==> src/rtl/evt_pkg.sv <==
// Shared constants and helpers for the receiver at the tail of the
// bundled-data 2-phase micropipeline.
package evt_pkg;

  localparam int EVT_SYNC_STAGES_DEF = 2;

  // Level of the 2-phase req/ack wires after reset; the first event is a 0->1 transition.
  localparam logic EVT_PHASE_INIT = 1'b0;

  function automatic int clog2(input int value);
    int result;
    result = 0;
    for (int v = value - 1; v > 0; v = v >> 1) begin
      result = result + 1;
    end
    return result;
  endfunction

endpackage

==> src/rtl/evt_sync_bit.sv <==
// Multi-flop synchroniser for a single asynchronous level into the clk domain.
// Resets to the idle phase level so a reset pipeline reads as "no event".
module evt_sync_bit
  import evt_pkg::*;
#(
  parameter int SYNC_STAGES = EVT_SYNC_STAGES_DEF
) (
  input  logic clk,
  input  logic rst,
  input  logic i_async,
  output logic o_sync
);

  logic [SYNC_STAGES-1:0] r_chain;

  // Shift the async level through the flop chain.
  always_ff @(posedge clk or posedge rst) begin
    if (rst) begin
      r_chain <= {SYNC_STAGES{EVT_PHASE_INIT}};
    end else begin
      r_chain <= {r_chain[SYNC_STAGES-2:0], i_async};
    end
  end

  assign o_sync = r_chain[SYNC_STAGES-1];

endmodule

==> src/rtl/evt_sync_rx.sv <==
// Clocked receiver for a 2-phase bundled-data micropipeline: synchronises the
// request, captures the word into a small FIFO and returns the acknowledge.
module evt_sync_rx
  import evt_pkg::*;
#(
  parameter int width       = 8,
  parameter int DEPTH       = 4,
  parameter int SYNC_STAGES = EVT_SYNC_STAGES_DEF
) (
  input  logic                      clk,
  input  logic                      rst,
  input  logic                      evt_req,
  input  logic [width-1:0]          evt_data,
  output logic                      evt_ack,
  output logic [width-1:0]          out_data,
  output logic                      out_valid,
  input  logic                      out_ready,
  output logic [clog2(DEPTH+1)-1:0] fill_count
);

  localparam int PW = clog2(DEPTH);
  localparam int CW = clog2(DEPTH + 1);
  localparam logic [CW-1:0] FULL_COUNT = CW'(DEPTH);
  localparam logic [CW-1:0] COUNT_ONE  = CW'(1'b1);
  localparam logic [PW-1:0] PTR_ONE    = PW'(1'b1);

  logic             w_req_s;
  logic             w_pending;
  logic             w_push;
  logic             w_pop;
  logic [CW-1:0]    w_count_nxt;

  logic             r_ack;
  logic             r_valid;
  logic [CW-1:0]    r_count;
  logic [PW-1:0]    r_wr_ptr;
  logic [PW-1:0]    r_rd_ptr;
  logic [width-1:0] r_mem [DEPTH];

  evt_sync_bit #(
    .SYNC_STAGES (SYNC_STAGES)
  ) u_req_sync (
    .clk     (clk),
    .rst     (rst),
    .i_async (evt_req),
    .o_sync  (w_req_s)
  );

  // A pending event is accepted only while there is room; a pop in the same
  // cycle never frees space early, so a full FIFO simply withholds the ack.
  assign w_pending = w_req_s ^ r_ack;
  assign w_push    = w_pending & (r_count < FULL_COUNT);
  assign w_pop     = r_valid & out_ready;

  // Next occupancy from the push/pop pair.
  always_comb begin
    w_count_nxt = r_count;
    case ({w_push, w_pop})
      2'b10:   w_count_nxt = r_count + COUNT_ONE;
      2'b01:   w_count_nxt = r_count - COUNT_ONE;
      default: w_count_nxt = r_count;
    endcase
  end

  // Handshake, pointer and occupancy state.
  always_ff @(posedge clk or posedge rst) begin
    if (rst) begin
      r_ack    <= EVT_PHASE_INIT;
      r_valid  <= 1'b0;
      r_count  <= {CW{1'b0}};
      r_wr_ptr <= {PW{1'b0}};
      r_rd_ptr <= {PW{1'b0}};
    end else begin
      r_count <= w_count_nxt;
      r_valid <= (w_count_nxt != {CW{1'b0}});
      if (w_push) begin
        r_ack    <= ~r_ack;
        r_wr_ptr <= r_wr_ptr + PTR_ONE;
      end else begin
        r_ack    <= r_ack;
        r_wr_ptr <= r_wr_ptr;
      end
      if (w_pop) begin
        r_rd_ptr <= r_rd_ptr + PTR_ONE;
      end else begin
        r_rd_ptr <= r_rd_ptr;
      end
    end
  end

  // Word storage; evt_data is stable here because req_s lags evt_req.
  always_ff @(posedge clk or posedge rst) begin
    if (rst) begin
      for (int i = 0; i < DEPTH; i++) begin
        r_mem[i] <= {width{1'b0}};
      end
    end else if (w_push) begin
      r_mem[r_wr_ptr] <= evt_data;
    end else begin
      r_mem[r_wr_ptr] <= r_mem[r_wr_ptr];
    end
  end

  assign evt_ack    = r_ack;
  assign out_valid  = r_valid;
  assign fill_count = r_count;
  assign out_data   = r_mem[r_rd_ptr];

endmodule

==> config.mk <==
export PLATFORM = sky130hd
export DESIGN_NAME = evt_sync_rx
export DESIGN_NICKNAME = d
export VERILOG_FILES = /design/src/rtl/evt_pkg.sv /design/src/rtl/evt_sync_bit.sv /design/src/rtl/evt_sync_rx.sv
export SDC_FILE = /design/constraint.sdc
export NUM_CORES = 1
export LEC_CHECK = 0
export ABC_AREA = 0
export CAP_MARGIN = 15
export CORE_MARGIN = 8
export CORE_UTILIZATION = 50
export CTS_CLUSTER_SIZE = 8
export DETAILED_ROUTE_END_ITERATION = 10
export HOLD_SLACK_MARGIN = 0.08
export PLACE_DENSITY = 0.75
export SYNTH_ARGS = -nofsm -noshare
export SYNTH_HDL_FRONTEND = slang
export SYNTH_HIERARCHICAL = 1
export SYNTH_SLANG_ARGS = --single-unit
export TNS_END_PERCENT = 1
==> constraint.sdc <==
create_clock -name clk -period 2.3 [get_ports clk]
set_clock_uncertainty 0.15 [all_clocks]
set_input_delay 0.23 -clock clk [delete_from_list [all_inputs] [get_ports clk]]
set_output_delay 0.23 -clock clk [all_outputs]
set_load 0.01 [all_outputs]
# == Word level (Yosys, flattened, before mapping) ==
# Cells that the tools add are included.
# totals
register_bits,43
inputBits,12
output_inout_bits,13
wordCells,40
# op_classes
n_addsub,4
magnitude_cmp,4
n_eq_ne,2
mux,12
bitwise_logic,6
reduce_logical,2
# op_table
cell,n
32-bit bitwise mux,2
8-bit two-way mux,5
8-bit binary-select mux with 2-bit select,2
32-bit two-way mux,1
8-bit demux with 2-bit select,1
"3-bit greater-or-equal comparator, second input constant",2
2-bit NOT with 3-bit output,2
3-bit one-hot mux with 2 select lines,1
"2-bit by 1-bit adder with 2-bit output, second input constant",2
"3-bit by 1-bit adder with 3-bit output, second input constant",1
"3-bit by 1-bit less-than comparator with 1-bit output, second input constant",1
"3-bit less-than comparator, second input constant",1
3-bit nonzero test,1
"3-bit by 1-bit subtractor with 3-bit output, second input constant",1
1-bit bitwise AND,2
"2-bit by 1-bit equality test with 1-bit output, second input constant",1
"2-bit equality test, second input constant",1
1-bit logical AND,1
1-bit NOT,1
1-bit XOR,1

# == Logic depth before layout (Yosys ltp) ==
# depth
ltp_word,7
ltp_mapped,9
depth_no_buf,9

# == Hierarchy ==
# The synthesis kept the hierarchy.
# modules_own_cells
module,n_inst,cells_per_inst,area_per_inst_um2,seq_area_each_um2
evt_sync_rx,1,183,2130.8,1026.0
evt_sync_bit,1,3,53.8,50.0

# == Worst setup path after synthesis ==
# Ideal clock, no wire load.
# synth_path
path_type,register to register
startpoint,"register r_ack, in the netlist evt_ack"
endpoint,"register r_valid, in the netlist out_valid"
setup_time_ns,0.073
arrival_time_ns,2.300
required_ns,2.077
slack_ns,-0.223
path_stages_with_launch,10
path_buffers,0
synth_period_minus_slack_ns,2.523
cell_sequence,dfrtp_1 -> xnor2_2 -> nor2_1 -> inv_1 -> ha_1 -> inv_1 -> fa_1 -> xor2_1 -> or3_1 -> nand4bb_1
# synth_between
elab_chain_len,5
elab_cells_between_ends,6
cone_classes,eq/ne: 2; mux: 1; bitwise: 2; reduce/logical: 1
# synth_lines
item,line,text
"start, declared",evt_sync_rx.sv:33,logic r_ack;
"start signal, assigned",evt_sync_rx.sv:77,r_ack <= ~r_ack;
"start signal, assigned",evt_sync_rx.sv:80,r_ack <= r_ack;
1-bit XOR (*),evt_sync_rx.sv:51,assign w_pending = w_req_s ^ r_ack;
1-bit bitwise AND (*),evt_sync_rx.sv:52,assign w_push = w_pending & (r_count < FULL_COUNT);
2-bit by 1-bit equality test with 1-bit output / 2-bit equality test (equally long branches),evt_sync_rx.sv:58,"case ({w_push, w_pop})"
3-bit one-hot mux with 2 select lines (*),evt_sync_rx.sv:58,
3-bit nonzero test (*),evt_sync_rx.sv:75,r_valid <= (w_count_nxt != {CW{1'b0}});
"end signal, assigned",evt_sync_rx.sv:75,
"end, declared",evt_sync_rx.sv:34,logic r_valid;
# Every way passes the cells marked *; elsewhere a longest branch is shown, timed or not.
# A chain may end at the register's enable or synchronous reset.

# == Worst setup path in the final report ==
# layout_path
startpoint,register r_rd_ptr[1]
endpoint,output out_data[2]
# layout_between
elab_chain_len,4
# layout_lines
item,line,text
"start, declared",evt_sync_rx.sv:37,logic [PW-1:0] r_rd_ptr;
"start signal, assigned",evt_sync_rx.sv:72,r_rd_ptr <= {PW{1'b0}};
"start signal, assigned",evt_sync_rx.sv:84,r_rd_ptr <= r_rd_ptr + PTR_ONE;
"start signal, assigned",evt_sync_rx.sv:86,r_rd_ptr <= r_rd_ptr;
2-bit NOT with 3-bit output (implied by the code),evt_sync_rx.sv:107,assign out_data = r_mem[r_rd_ptr];
8-bit binary-select mux with 2-bit select,evt_sync_rx.sv:107,
8-bit two-way mux (implied by the code) (2 in series),evt_sync_rx.sv:107,
"end, declared",evt_sync_rx.sv:15,"output logic [width-1:0] out_data,"
# Every way passes these cells. The select of a mux whose other input is x is not followed.

==> metrics.log <==
INFO  metric clkTransAtPathRegs = 0.08 ns
INFO  metric gr-total-overflow = 0
INFO  metric hold_depth = 0
INFO  metric grt.total_usage = 0.167
INFO  metric internal = between 2 and 3 mW
INFO  metric largest_driver_fanout_on_the_critical_path = 7
INFO  metric timing.fmax = 448 MHz
INFO  metric top_level_ports = 25
INFO  metric cts_sinks = 43
INFO  metric nets = ~240
INFO  metric core-area = 4290 µm²
INFO  metric hold_violations_final = 0
INFO  metric yosysSeqAreaShare = 0.493
INFO  metric reg2reg_depth = 9
INFO  metric floorplan.initialDensity = 0.509
INFO  metric timing.critical_path.max_delay_family = multiplexers
INFO  metric cts_inserted_buffers = 5
INFO  metric synth_cell_type_count = 23
INFO  metric layoutNonFillerInstCount = 271
INFO  metric root_buffer = clkbuf_8
INFO  metric worst-slew-pin-transition = around 0.63 ns
INFO  metric antenna_found_initial = 0
INFO  metric route.vias.total = approximately 1700
INFO  metric syn_avg_cell_area = ~12 µm²
INFO  metric antenna-diode-count = 0
INFO  metric highest_ir_drop_seen_on_vdd = 936 µV
INFO  metric setup_total_negative_slack = 0 ns
INFO  metric grt_max_degree = 42
INFO  metric path_buf_inv = 1
INFO  metric wire_length_of_the_first_global_routing_pass = roughly 8500 µm
INFO  metric setup-violations-final = 0
INFO  metric timing.hold.worst.class = register to register
INFO  metric placed_cells = 258
INFO  metric synth.yosys.warnings = 6
INFO  metric postSynth.asyncResetShare = 1.00
INFO  metric cts_htree_levels = 2
INFO  metric yosysTopAreaCell = dfrtp_1
INFO  metric list_of_cells_traversed_by_the_critical_path = mux4_2 > clkdlybuf4s50_1
INFO  metric combPwrFrac = 0.560
INFO  metric netSwitchingPower = 1.83 mW
INFO  metric syn_nets = ~200
INFO  metric portBuffers = 24
INFO  metric antenna_left = 0
INFO  metric placementRows = 24
INFO  metric setup.worst_path.start_class = register
INFO  metric ys_top_cells_by_area = dfrtp_1 (49%), mux4_2 (16%), a31oi_1 (9.2%), nor2_1 (5.7%), o21ai_2 (3.2%)
INFO  metric total_leakage_power = roughly 1.0 nW
INFO  metric wirelength = 5140 µm
INFO  metric slowest_stage = mux4_2
INFO  metric dpl.hpwl = 3510 µm
INFO  metric drc_errors = 0
INFO  metric rsz0062_at_grt = true
INFO  metric fill_cells = approximately 340
INFO  metric pwr-share-clk = 0.108
INFO  metric final_layout_size_suffix_gt1_frac = 0.247
INFO  metric synth_top_cell_area_share = 0.493
INFO  metric timing.critical_path.to_type = output port
INFO  metric worst-endpoint-arrival = 1.85 ns
INFO  metric power-per-cell-area = between 1500 and 2000 nW/µm²
INFO  metric outcome = complete, no violations
INFO  metric dominantRegCellSynth = dfrtp_1
INFO  metric die_y = 82.1 µm
INFO  metric synth-seq-cells = 43
INFO  metric layout_stage_area_growth_over_the_synthesis_result = 21.1%
INFO  metric die_area = 6740 µm²
INFO  metric worst_setup_slack_after_placement = 0.0145 ns
INFO  metric worst_hold_slack = 0.226 ns
INFO  metric seq_power_share = 0.332
INFO  metric netSwitchingFraction = 0.417
INFO  metric critical-path-max-stage-delay = around 0.55 ns
INFO  metric report.power.total = 4.38 mW
INFO  metric number_of_instances_in_the_synthesized_netlist = 186
INFO  metric drt-pass1-iter-count = 5
INFO  metric wl_per_cell = 19.0 µm
INFO  metric worst_case_headroom_to_the_max_slew_limit = 0.581
INFO  metric chipWidth = approximately 80 µm
INFO  metric worst-setup-path-type = register to output port
INFO  metric final_period_minus_worst_setup_slack = around 2.2 ns
INFO  metric clock_insertion_delay_at_the_later_pin_of_the_skew_report = roughly 0.30 ns
INFO  metric drt_iter0_markers = ~170
INFO  metric cp_data_required_time = 1.92 ns
INFO  metric place.gp.congestion = around 0.78
INFO  metric synth-edff-count = 0
INFO  metric syn-cell-area = 2180 µm²
INFO  metric route.detailed.vias_per_inst = 6.20
INFO  metric cts_tree = built
INFO  metric clk_path_buf_depth = 2
INFO  metric worst_slack = 0.0692 ns
INFO  metric grt_pass1_vias = 1709
INFO  metric worst-path-stages = 2
INFO  metric timing.final.crit_share = 0.970
INFO  metric final-max-slew-violation-count = 0
INFO  metric max-cap-violations = 0
==> cells in the mapped netlist (2+ instances only) <==
library cell  count
xor2_1            2
ha_1              5
inv_1             8
nand3_1           9
buf_1             4
o21ai_0           3
clkbuf_1          4
dfrtp_1          43
xnor2_1           3
o21ai_2           8
buf_2             5
mux4_2           16
nand2_1           3
a31oi_1          32
nor2_1           33
==> worst register-to-register path: cells and delay by family, from the launching register on <==
| family | cells | cell delay, ns |
|---|---|---|
| adders and majority gates | 2 | 0.56 |
| and+or+nand+nor | 3 | 0.51 |
| DFF | 1 | 0.46 |
| xor gates and xnor gates | 2 | 0.34 |
| buffers and inverters | 2 | 0.12 |
==> stage by stage <==
| stage | area, µm² | util |
|---|---|---|
| CTS | 2610 | 0.608 |
| floorplan | 2200 | - |
| finish | 2650 | 0.616 |
| global placement | 2520 | 0.587 |
| global route | 2650 | 0.616 |
| detailed placement | 2520 | 0.587 |
==> what timing repair did <==
item / in CTS / in global routing
pin swaps: 0 / 1
hold buffers: 1 / 0
cloned: 0 / 0
endpoints found under the setup margin: 8 / 2
endpoints found under the hold margin: 2 / 0
resized for setup: 6 / 3
setup buffers: 0 / 4
==> kinds of logic after synthesis <==
| group | share of synthesized area |
|---|---|
| DFF | 0.493 |
| muxes | 0.170 |
| xor gates and xnor gates | 0.0349 |
| adders and majority gates | 0.0378 |
| buffers and inverters | 0.0407 |
| and+or+nand+nor | 0.0934 |
| AOI/OAI and AO/OA | 0.131 |
==> power by group through the flow <==
stage | Sequential [mW] | Clock (mW) | Combinational (mW)
final | 1.45 | 0.471 | 2.45
after global placement | 1.44 | 0 | 2.33
after detailed placement | 1.48 | 0 | 2.40
after global routing | 1.50 | 0.510 | 2.68
after floorplan | 1.32 | 0 | 1.73
after CTS | 1.47 | 0.479 | 2.37
==> layout make-up <==
| class | instances | area (µm²) | share of cell area |
|---|---|---|---|
| repair buffers | 38 | 343 | 0.130 |
| flip-flops and latches | 43 | 1080 | 0.410 |
| well taps | 52 | 65.1 | 0.0246 |
| inverters | 9 | 33.8 | 0.0128 |
| clock buffers | 5 | 68.8 | 0.0260 |
| clock inverters | 3 | 15.0 | 0.00568 |
| multi-input cells | 121 | 1040 | 0.392 |
==> final timing paths <==
kind,from,end,slack [ns]
setup / recovery,r_rd_ptr[1],out_data[2],0.07
hold / removal,u_req_sync/r_chain[0],u_req_sync/r_chain[1],0.23
setup reg to reg,evt_ack,out_valid,0.08
hold reg to reg,u_req_sync/r_chain[0],u_req_sync/r_chain[1],0.23
max in group asynchronous,rst,r_rd_ptr[0],0.81
min in group asynchronous,rst,u_req_sync/r_chain[0],0.52
==> metal layers <==
metal,wire [µm],GRT usage
met5,0,0
met4,78,0.0754
met3,438,0.0476
met2,2630,0.283
met1,1990,0.194
==> sequential cells by signal, summed over array words and instances, names as in the netlist <==
name and flops:
r_rd_ptr 2, fill_count 3, r_wr_ptr 2, out_valid 1, evt_ack 1, u_req_sync/r_chain 2
r_mem 32
==> layout by cell type (no fill, tap or decap) <==
cell type	Yosys	layout
fa_1	1	1
clkinv_1	1	1
xnor2_4	0	1
or3_1	1	1
xor2_1	2	2
ha_1	5	4
xnor2_1	3	3
nor2_1	33	32
nand4bb_1	1	1
mux2_2	1	1
buf_4	0	13
o21ai_0	3	2
xor2_2	1	1
dlygate4sd3_1	0	1
inv_1	8	8
mux4_2	16	16
ha_2	0	1
nand3_1	9	9
dlygate4sd2_1	0	4
dfrtp_1	43	39
a31oi_1	32	32
o21ai_2	8	8
clkinv_2	0	3
clkdlybuf4s50_1	0	20
and2_1	1	1
nand2_1	3	3
clkbuf_8	0	5
dfrtp_2	0	3
nor2_2	0	1
dfrtp_4	0	1
o21ai_1	0	1
Power figures use the tool's default switching activity.
==> variant 1: new RTL, config.mk and constraints unchanged <==
The parameter `DEPTH` goes from 4 to 8.
--- a/src/rtl/evt_sync_rx.sv
+++ b/src/rtl/evt_sync_rx.sv
@@ -5,5 +5,5 @@
 #(
   parameter int width       = 8,
-  parameter int DEPTH       = 4,
+  parameter int DEPTH       = 8,
   parameter int SYNC_STAGES = EVT_SYNC_STAGES_DEF
 ) (
Interface: changed (resized fill_count); port bits go from 25 to 26. No check against the original RTL was run, so the function may have changed too.
==> variant 1 against the original RTL <==
  * The flow now finishes with violations (setup timing)
  * Setup slack worse by 0.29 ns
  * Final cell count is 99% higher
  * Maximum frequency is 11% lower
  * Synthesized cell count is 100% higher
  * Sequential share of layout area is 2.4 points lower
  * Highest routed layer unchanged
  * Final area is 91% higher
  * Total power is 110% higher
  * Sequential cell count is 35 higher
  * Area after synthesis is 96% higher
  * Wire length is 96% higher
  * First-iteration DRC count is 31% higher
  * Non-clock buffer count is 28 higher
  * Register-to-register slack worse by 0.30 ns
==> variant 1: results (changes against the original RTL) <==
* Outcome: complete, but fails checks
* Failing checks: setup timing
* Setup ws final at -0.2178 ns (-0.2869 ns)
* CP top delay family: simple AND/OR/NAND/NOR gates
* PortBufs at 25 (+4.2%)
* Met1 WL at 4.441 mm (+120%)
* Gr usage total at 0.1828 (+0.01544)
* Largest register FFs at 64 (+100%)
* Hold crit path type: in -> reg
* Placed Area at 0.004767 sq mm (+89%)
* Routability cong. at 0.8230 (+5.4%)
* Peak VDD IR at 0.0007525 V (-20%)
* Filler cells at 654 (+95%)
* Mapped Cells at 381 (+100%)
* P_leak at 0.002206 uW (+110%)
* Worst-Skew Late Latency at 0.35 ns (+0.05 ns)
* Synth unique cells at 56 (+140%)
* Slowest-stage cell, CP: dfrtp_1
* Vias in the first global route at 3153 (+84%)
* Vias per cell at 5.822 (-6.1%)
* CTS Buf Count at 9 (+4)
* CP Max Fanout at 2 (-5)
* Commonest cells in the netlist: 78 x dfrtp_1, 68 x nand2_1, 32 x o21ai_0
* Pin count of the biggest net entering global routing at 77 (+83%)
* Non-Filler Instances at 539 (+99%)
* Synth-to-Final Area Change at 18.44%
* Synth top area cells: dfrtp_1 46%, mux4_2 9.5%, mux2_2 6.1%
* Syn nets at 397 (+95%)
* DR WL met2 at 4.941 mm (+88%)
* Hold path startpoint: evt_req
* Min-Delay Endpoint: u_req_sync/r_chain[0]
* Crit. End Element: flip-flop
* Worst-case reg-to-reg path depth at 11 (+2)
* Initial drt markers at 216 (+31%)
* H-tree Lvls at 3 (+1)
* Critical R2R Capture: out_valid
* Hold Path Depth at 1 (+1)
* Register area share after synthesis at 0.4567 (-0.03588)
* RR Startpoint: u_req_sync/r_chain[1]
* DR WL/cell at 18.68 um (-1.5%)
* Endpoints failing setup at 4 (+4)
* Nets at 445 (+89%)
* Post-placement cell count at 515 (+100%)
* DRT Pass-1 Iters at 4 (-1)
* First-pass GRT wire length at 16.43 mm (+94%)
* Layout cell share with drive strength beyond 1 at 0.3111 (+0.06448)
* Crit path largest cell delay at 0.41 ns (-0.14 ns)
* Slew @ Worst Pin at 0.6769 ns (+0.04794 ns)
## variant 1: cell families after synthesis
kind of cell,synth area share
buf+inv,0.05913
xor+xnor,0.01639
compound gates,0.1578
fa+ha+maj,0.01171
mux,0.1920
simple gates,0.1063
flops,0.4567
## variant 1: what timing repair did
| action | CTS | global route |
|---|---|---|
| setup endpoints to repair | 9 | 10 |
| hold buffers | 1 | 0 |
| endpoints found under the hold margin | 2 | 0 |
| buffers inserted | 6 | 0 |
| gates cloned | 1 | 0 |
| pin swaps | 3 | 0 |
| resized for setup | 32 | 3 |
## variant 1: final cells by class
type	count	area share
Clock inverter	6	0.01681
Timing Repair Buffer	66	0.1204
Multi-Input combinational cell	263	0.4152
Inverter	11	0.008651
Clock buffer	10	0.02719
Tap cell	105	0.02595
Sequential cell	78	0.3858
## variant 1: stage by stage
stage | TNS [ns] | worst slack, ns
after floorplan | -2.289 | -0.5953
after global routing | -0.9057 | -0.3241
after global placement | -0.3056 | -0.3003
after detailed placement | -0.4035 | -0.3577
final | -0.3053 | -0.2178
after CTS | -0.3043 | -0.2061
## variant 1: power by group
part | switching (uW) | internal [uW] | total (uW)
Sequential | 565 | 2080 | 2640
Clock | 503 | 636 | 1140
Combinational | 2620 | 2620 | 5240
Total | 3690 | 5330 | 9020
## variant 1: routing by layer
layer  up-vias  global-route usage
li1       1491                   -
met2        88              0.2903
met5         -                   0
met1      1549              0.2408
met3        10             0.03569
met4         0             0.07331
## variant 1: worst register-to-register path, delay by kind of cell (launching register included)
family                     cells  cell delay (ns)
DFF                            1             0.41
adders and majority gates      2             0.32
muxes                          1             0.23
AOI/OAI and AO/OA              2             0.37
xor gates and xnor gates       3             0.43
buffers and inverters          1             0.05
and+or+nand+nor                2             0.45
==> variant 2: new RTL, same settings <==
Without the edit above. Make the reset (`rst`) synchronous in 3 clocked blocks. Comments in the files are not updated.
--- a/src/rtl/evt_sync_bit.sv
+++ b/src/rtl/evt_sync_bit.sv
@@ -15,5 +15,5 @@
 
   // Shift the async level through the flop chain.
-  always_ff @(posedge clk or posedge rst) begin
+  always_ff @(posedge clk) begin
     if (rst) begin
       r_chain <= {SYNC_STAGES{EVT_PHASE_INIT}};
--- a/src/rtl/evt_sync_rx.sv
+++ b/src/rtl/evt_sync_rx.sv
@@ -64,5 +64,5 @@
 
   // Handshake, pointer and occupancy state.
-  always_ff @(posedge clk or posedge rst) begin
+  always_ff @(posedge clk) begin
     if (rst) begin
       r_ack    <= EVT_PHASE_INIT;
@@ -90,5 +90,5 @@
 
   // Word storage; evt_data is stable here because req_s lags evt_req.
-  always_ff @(posedge clk or posedge rst) begin
+  always_ff @(posedge clk) begin
     if (rst) begin
       for (int i = 0; i < DEPTH; i++) begin
Check against the original RTL: differs if rst is asserted again (counterexample within 4 cycles, from zero or initial values and one cycle with rst high); with rst held inactive, the same outputs for 10 cycles.
==> variant 2 against the original RTL <==
  * Wire length decreased by 29%
  * Die area decreased by 7.2%
  * Sequential cell count increased by 2
  * Final area decreased by 4.9%
  * Setup slack got worse by 0.025 ns
  * Area after synthesis decreased by 8.9%
  * Critical path type is now reg -> reg
Power is not compared: it rests on default switching activity, and its combinational part moved more than twofold at a synthesized area within 25%.
==> variant 2: results (changes against the original RTL) <==
* Critical R2R Capture: out_valid
* Synth Area in Compound Gates at 0.02891 (-0.1017)
* Synth top area cells: edfxtp_1 48%, dfxtp_1 13%, and2_1 10%
* Xor/xnor share of the synthesized area at 0.02577 (-0.009167)
* Met1 WL at 1.496 mm (-25%)
* Outcome: complete, no violations
* Post-DP HPWL at 2.702 mm (-23%)
* Peak Freq at 443.3 MHz (-1.1%)
* Met3 routed WL at 194 um (-56%)
* DR WL/cell at 16.16 um (-15%)
* Gr usage total at 0.1321 (-0.03526)
* CTS Buf Count at 5 (unchanged)
* Vias after detailed routing at 1193 (-29%)
* RR Startpoint: evt_ack
* Yosys warnings at 6 (unchanged)
* Commonest cells in the netlist: 33 x and2_1, 32 x edfxtp_1, 13 x dfxtp_1
* Initial drt markers at 118 (-28%)
* Hold Path Depth at 1 (+1)
* CP Max Fanout at 3 (-4)
* Slowest-stage cell, CP: or4_1
* Routed WL at 3.652 mm (-29%)
* Adder-Cell Fraction of Synth Area at 0.01634 (-0.02146)
* EDFF count, synth at 32 (+32)
* DRT Pass-1 Iters at 4 (-1)
* GR Layer Usage met1 at 0.1454 (-0.04846)
* Post-placement cell count at 217 (-16%)
* H-tree Lvls at 2 (unchanged)
* Met2 Usage GRT at 0.2334 (-0.04920)
* Crit. End Element: flip-flop
* Pin count of the biggest net entering global routing at 15 (-64%)
* Normalized max-slew margin at 0.6591 (+0.07844)
* Syn nets at 151 (-26%)
* Post-synthesis mux area share at 0.09554 (-0.07457)
* Mapped Cells at 137 (-26%)
* Synth unique cells at 31 (+35%)
* Worst slack, placed at -0.1903 ns (-0.2049 ns)
* First-pass GRT wire length at 6.465 mm (-24%)
* Power Total at about 2200 uW
* WHS at 0.2967 ns (+0.07050 ns)
* WP data arrival at 2.28 ns (+0.43 ns)
* Routability cong. at 0.7084 (-9.3%)
* Layout cell share with drive strength beyond 1 at 0.2386 (-0.007939)
* Hold path startpoint: u_req_sync/r_chain[0]
[variant 2: changes by cell type after synthesis, moves of 4 or more]
cell,unedited run,this run
dfrtp_1,43,0
a31oi_1,32,0
and2_1,1,33
edfxtp_1,0,32
nor2_1,33,7
dfxtp_1,0,13
mux4_2,16,8
nand3_1,9,1
o21ai_2,8,0
clkbuf_1,4,0
ha_1,5,1
[variant 2: critical path, delay by kind of cell, from the launching register on]
kind                     cells  cell delay, ns
XOR/XNOR                     2            0.31
adder cells (fa/ha/maj)      2            0.53
buffers and inverters        2            0.10
flip-flops                   1            0.37
AND/OR/NAND/NOR              3            0.68
[variant 2: layout make-up]
cell class / instances / area, sq um / share of cell area
Timing Repair Buffer: 36 / 330.3 / 0.1313
Tap cell: 50 / 62.56 / 0.02486
Multi-Input combinational cell: 79 / 730.7 / 0.2904
Inverter: 8 / 30.03 / 0.01193
Clock buffer: 5 / 68.82 / 0.02735
Sequential cell: 45 / 1229 / 0.4883
Clock inverter: 3 / 65.06 / 0.02586
